## src/rtl/dsm_pkg.sv

```systemverilog
// rtl/dsm_pkg.sv - shared constants and types for the delta-sigma decimation path
package dsm_pkg;

   localparam int CIC_ORDER = 3;

   // Integrator/comb width needed for bit growth of an order-3 CIC with unit differential delay.
   function automatic int cic_acc_width(input int decim);
      return CIC_ORDER * $clog2(decim) + 2;
   endfunction

   localparam int ACC_W_DEFAULT = cic_acc_width(64);

   typedef logic signed [ACC_W_DEFAULT-1:0] cic_acc_t;

endpackage

```

## src/rtl/cic_comb_stage.sv

```systemverilog
// rtl/cic_comb_stage.sv - one registered comb section, out = in - previous in
module cic_comb_stage #(
   parameter int WIDTH = 20
) (
   input  logic                    aclk,
   input  logic                    arst_n,
   input  logic signed [WIDTH-1:0] in_tdata,
   input  logic                    in_tvalid,
   output logic signed [WIDTH-1:0] out_tdata,
   output logic                    out_tvalid
);

   logic signed [WIDTH-1:0] delay_q;

   always_ff @(posedge aclk) begin
      if (!arst_n) begin
         delay_q    <= '0;
         out_tdata  <= '0;
         out_tvalid <= 1'b0;
      end else begin
         out_tvalid <= in_tvalid;
         if (in_tvalid) begin
            out_tdata <= in_tdata - delay_q;
            delay_q   <= in_tdata;
         end
      end
   end

endmodule

```

## src/rtl/cic_decimator.sv

```systemverilog
// rtl/cic_decimator.sv - third-order CIC decimator for a 1-bit modulator stream
module cic_decimator
   import dsm_pkg::*;
#(
   parameter int DECIM     = 64,
   parameter int OUT_WIDTH = 16
) (
   input  logic                        aclk,
   input  logic                        arst_n,
   input  logic                        s_axis_data_tdata,
   input  logic                        s_axis_data_tvalid,
   output logic                        s_axis_data_tready,
   output logic signed [OUT_WIDTH-1:0] m_axis_data_tdata,
   output logic                        m_axis_data_tvalid,
   input  logic                        m_axis_data_tready,
   output logic                        settled,
   output logic                        overrun
);

   localparam int ACC_W = cic_acc_width(DECIM);
   localparam int CNT_W = $clog2(DECIM);

   typedef logic signed [ACC_W-1:0] acc_t;

   acc_t                 integ [CIC_ORDER];
   acc_t                 x;
   logic [CNT_W-1:0]     phase;
   logic                 tick_q;
   acc_t                 comb_data  [CIC_ORDER+1];
   logic                 comb_valid [CIC_ORDER+1];
   logic signed [OUT_WIDTH-1:0] scaled;
   logic [1:0]           produced;

   assign s_axis_data_tready = arst_n;
   assign x = s_axis_data_tdata ? acc_t'(1) : acc_t'(-1);

   // Integrators run at the input rate and wrap freely; the combs undo the wrap.
   always_ff @(posedge aclk) begin
      if (!arst_n) begin
         for (int k = 0; k < CIC_ORDER; k++) integ[k] <= '0;
         phase  <= '0;
         tick_q <= 1'b0;
      end else begin
         tick_q <= s_axis_data_tvalid && (phase == CNT_W'(DECIM - 1));
         if (s_axis_data_tvalid) begin
            phase    <= phase + 1'b1;
            integ[0] <= integ[0] + x;
            for (int k = 1; k < CIC_ORDER; k++) integ[k] <= integ[k] + integ[k-1];
         end
      end
   end

   assign comb_data[0]  = integ[CIC_ORDER-1];
   assign comb_valid[0] = tick_q;

   for (genvar g = 0; g < CIC_ORDER; g++) begin : g_comb
      cic_comb_stage #(
         .WIDTH(ACC_W)
      ) u_comb (
         .aclk      (aclk),
         .arst_n    (arst_n),
         .in_tdata  (comb_data[g]),
         .in_tvalid (comb_valid[g]),
         .out_tdata (comb_data[g+1]),
         .out_tvalid(comb_valid[g+1])
      );
   end

   if (ACC_W > OUT_WIDTH) begin : g_shift
      assign scaled = OUT_WIDTH'(comb_data[CIC_ORDER] >>> (ACC_W - OUT_WIDTH));
   end else begin : g_extend
      assign scaled = OUT_WIDTH'(comb_data[CIC_ORDER]);
   end

   // Output holds while stalled; a sample arriving into a stalled slot is dropped.
   always_ff @(posedge aclk) begin
      if (!arst_n) begin
         m_axis_data_tdata  <= '0;
         m_axis_data_tvalid <= 1'b0;
         settled            <= 1'b0;
         overrun            <= 1'b0;
         produced           <= '0;
      end else if (comb_valid[CIC_ORDER]) begin
         if (produced != 2'd3) produced <= produced + 2'd1;
         if (produced == 2'd2) settled <= 1'b1;
         if (!m_axis_data_tvalid || m_axis_data_tready) begin
            m_axis_data_tdata  <= scaled;
            m_axis_data_tvalid <= 1'b1;
         end else begin
            overrun <= 1'b1;
         end
      end else if (m_axis_data_tvalid && m_axis_data_tready) begin
         m_axis_data_tvalid <= 1'b0;
      end
   end

endmodule
```

## config.mk

```make
export PLATFORM = sky130hd
export DESIGN_NAME = cic_decimator
export DESIGN_NICKNAME = d
export VERILOG_FILES = /design/src/rtl/dsm_pkg.sv /design/src/rtl/cic_comb_stage.sv /design/src/rtl/cic_decimator.sv
export SDC_FILE = /design/constraint.sdc
export NUM_CORES = 1
export LEC_CHECK = 0
export CAP_MARGIN = 20
export CORE_MARGIN = 8
export CORE_UTILIZATION = 55
export DETAILED_ROUTE_END_ITERATION = 10
export PLACE_DENSITY = 0.72
export SYNTH_ARGS = -nofsm -noshare
export SYNTH_HDL_FRONTEND = slang
export SYNTH_HIERARCHICAL = 1
export SYNTH_SLANG_ARGS = --single-unit
```

## constraint.sdc

```tcl
create_clock -name aclk -period 4.05 [get_ports aclk]
set_input_delay 0.81 -clock aclk [delete_from_list [all_inputs] [get_ports aclk]]
set_output_delay 0.81 -clock aclk [all_outputs]
set_load 0.01 [all_outputs]
```

==> results.py <==
metrics = {
    "status": {
        "outcome": "finished, final reports clean",
    },
    "placed_design": {
        "port-buffer-count": 24,
        "final_weighted_congestion_of_routability_driven_global_placement": 0.892,
        "dp_hpwl_um": 21900,
    },
    "global_routing": {
        "vias_in_the_first_global_route": 10400,
        "grt_remaining_overflow": 0,
        "gr-usage-all-layers_pct": 20.4,
        "grt_first_pass_wirelength_um": 50100,
        "grt_max_degree": 61,
        "grt_antenna_before_repair": 0,
    },
    "worst_setup_path": {
        "critical_path.top_delay_family": "compound AO/OA/AOI/OAI gates",
        "timing.critical_path.slowest_cell_delay_ns": 0.62,
        "crit_required_ns": 4.30,
        "crit_type": "input port to flop",
        "crit_path_end_kind": "flop",
        "crit_path_cell_trace": "clkdlybuf4s50_1 -> inv_1 -> ha_1 -> a21oi_1 -> nand4b_1 -> a2111oi_1 -> nor2_1 -> a211oi_2 -> o21ai_0 -> nor3b_2",
        "critical_path.n_buffers_inverters": 2,
        "timing.critical_path.slowest_stage_cell": "a2111oi_1",
        "startpoint_type": "input port",
        "cp_data_arrival_time_ns": 3.58,
        "critical_path_peak_fanout": 9,
    },
    "synth": {
        "mappedNetlistNets": 1630,
        "synthCells": 1503,
        "synth.yosys.warnings": 6,
        "synth_area_per_cell_um2": 8.80,
        "netlist_area_um2": 13200,
    },
    "min_path": {
        "min_path_type": "flop to flop",
    },
    "timing": {
        "finalWorstPathRequiredPeriod_ns": 3.32,
        "maxClockFrequency_mhz": 301,
        "rsz0062_at_grt": "false",
        "tns_ns": 0,
        "finalSetupViolCount": 0,
        "max_slew.worst_pin.slew_ns": 1.04,
        "fin_crit_sh_pct": 82.0,
        "finalHoldViolations": 0,
        "slew_violations": 0,
        "post_route_skew_ns": 0.00798,
        "max_slew_margin_pct": 30.7,
    },
    "route": {
        "route.detailed.wl_per_inst_um": 16.0,
        "num_vias": 10800,
        "route.detailed.drc": 0,
        "route.detailed.vias_per_inst": 5.84,
        "drt-total-wl_um": 29500,
        "first_drt_iteration_drcs": 586,
        "final_antenna_net_count": 0,
        "dr.pass1.iters": 5,
    },
    "power_and_ir_drop": {
        "power.density_nw_per_um2": 385,
        "worst_vdd_drop_mv": 0.326,
        "power_w": 0.00561,
        "p_leak_nw": 5.75,
    },
    "floorplan": {
        "placement_rows": 56,
        "fp.dieW_um": 171,
        "num_io_pins": 25,
        "initial_utilization_pct": 56.2,
        "floorplan.die_area_um2": 29300,
        "die_h_um": 171,
        "design.core.area_um2": 23500,
    },
    "cts": {
        "tritoncts": "yes",
        "cts_max_path_buffers": 3,
        "cts.sink_count": 207,
        "cts-resized-gates": 0,
        "clkTransAtPathRegs_ns": 0.06,
        "htreeDepth": 1,
        "cts_setup_buffers": 0,
        "cts-root-buf": "clkbuf_16",
        "cts.hold.buffers_added": 0,
        "insertion_delay_ns": 0.51,
        "cts_made_buffers": 24,
    },
    "final_layout": {
        "share_of_the_core_filled_with_cells_in_the_final_layout_pct": 61.9,
        "post_route_cells_drive_above_1_share_pct": 5.58,
        "layout_nets": 1633,
        "syn2layout_area_growth_pct": 10.3,
        "num_antenna_cells": 0,
    },
    "job": {
        "max_cap_violations": 0,
    },
}
## final cells by class
cell class	instances	area, µm²
fillers	2113	8960
multi-input cells	1157	7940
flip-flops and latches	207	4750
clock buffers	34	746
well taps	319	399
repair buffers	37	345
inverters	79	297
clock inverters	10	104
## final timing paths
kind / to / cells past startpoint / start / slack [ns]
worst max register to register: integ[0][56] / 9 / integ[0][40] / 1.12
worst min register to register: m_axis_data_tdata[6] / 2 / m_axis_data_tdata[6] / 0.46
worst max-delay path: integ[0][19] / 10 / s_axis_data_tdata / 0.73
worst min-delay path: m_axis_data_tdata[6] / 2 / m_axis_data_tdata[6] / 0.46
## placed cells by master, fill, tap and decap left out, types with 18 or more instances in the layout
cell type,instances
o211ai_1,19
clkdlybuf4s50_1,23
edfxtp_1,60
nor2_1,166
inv_1,79
xor2_1,26
and3_1,18
nand4_1,20
nor2b_1,18
xnor2_1,45
clkbuf_16,27
o21ai_0,67
o21a_1,23
nand3_1,27
a21oi_1,98
ha_1,116
nand2_1,132
a21o_1,39
mux2i_1,69
a211oi_1,23
nor3_1,44
dfxtp_1,145
## tightest hold or removal path, delay by kind of cell (launching register included)
family / cells / cell delay (ns)
compound gates: 1 / 0.06
flops: 1 / 0.30
simple gates: 1 / 0.04
## per-layer routing
metal	part of all wire [%]	routed length, µm	global-route usage [%]	vias to the layer above
met1	45	13200	25.7	5054
met5	0	0	0	-
met4	2.9	862	7.03	0
met2	48	14300	36.0	212
met3	3.8	1120	2.01	62
li1	-	-	-	5437
## stage by stage
stage | std cells | hold slack, ns | cell area, µm² | setup slack (ns)
finish | 1843 | 0.460 | 14600 | 0.728
global route | 1843 | 0.481 | 14600 | 0.595
CTS | 1843 | 0.460 | 14600 | 0.835
detailed placement | 1799 | 0.450 | 13700 | 0.325
global placement | 1799 | 0.445 | 13700 | 0.327
floorplan | 1503 | 0.426 | 13200 | 1.01
## state kept, by name, indices dropped and copies added, names as in the netlist
register / cells
g_comb.u_comb/delay_q: 60
g_comb.u_comb/out_tdata: 56
g_comb.u_comb/out_tvalid: 3
integ: 60
m_axis_data_tdata: 16
m_axis_data_tvalid: 1
overrun: 1
phase: 6
produced: 2
settled: 1
tick_q: 1
## report_power, final
part | total [W] | switching [W] | internal, W
clock network | 0.00226 | 0.000851 | 0.00141
registers | 0.00230 | 0.0000732 | 0.00222
logic | 0.00106 | 0.000621 | 0.000435
Note: power is estimated with default switching activity, not from simulation.
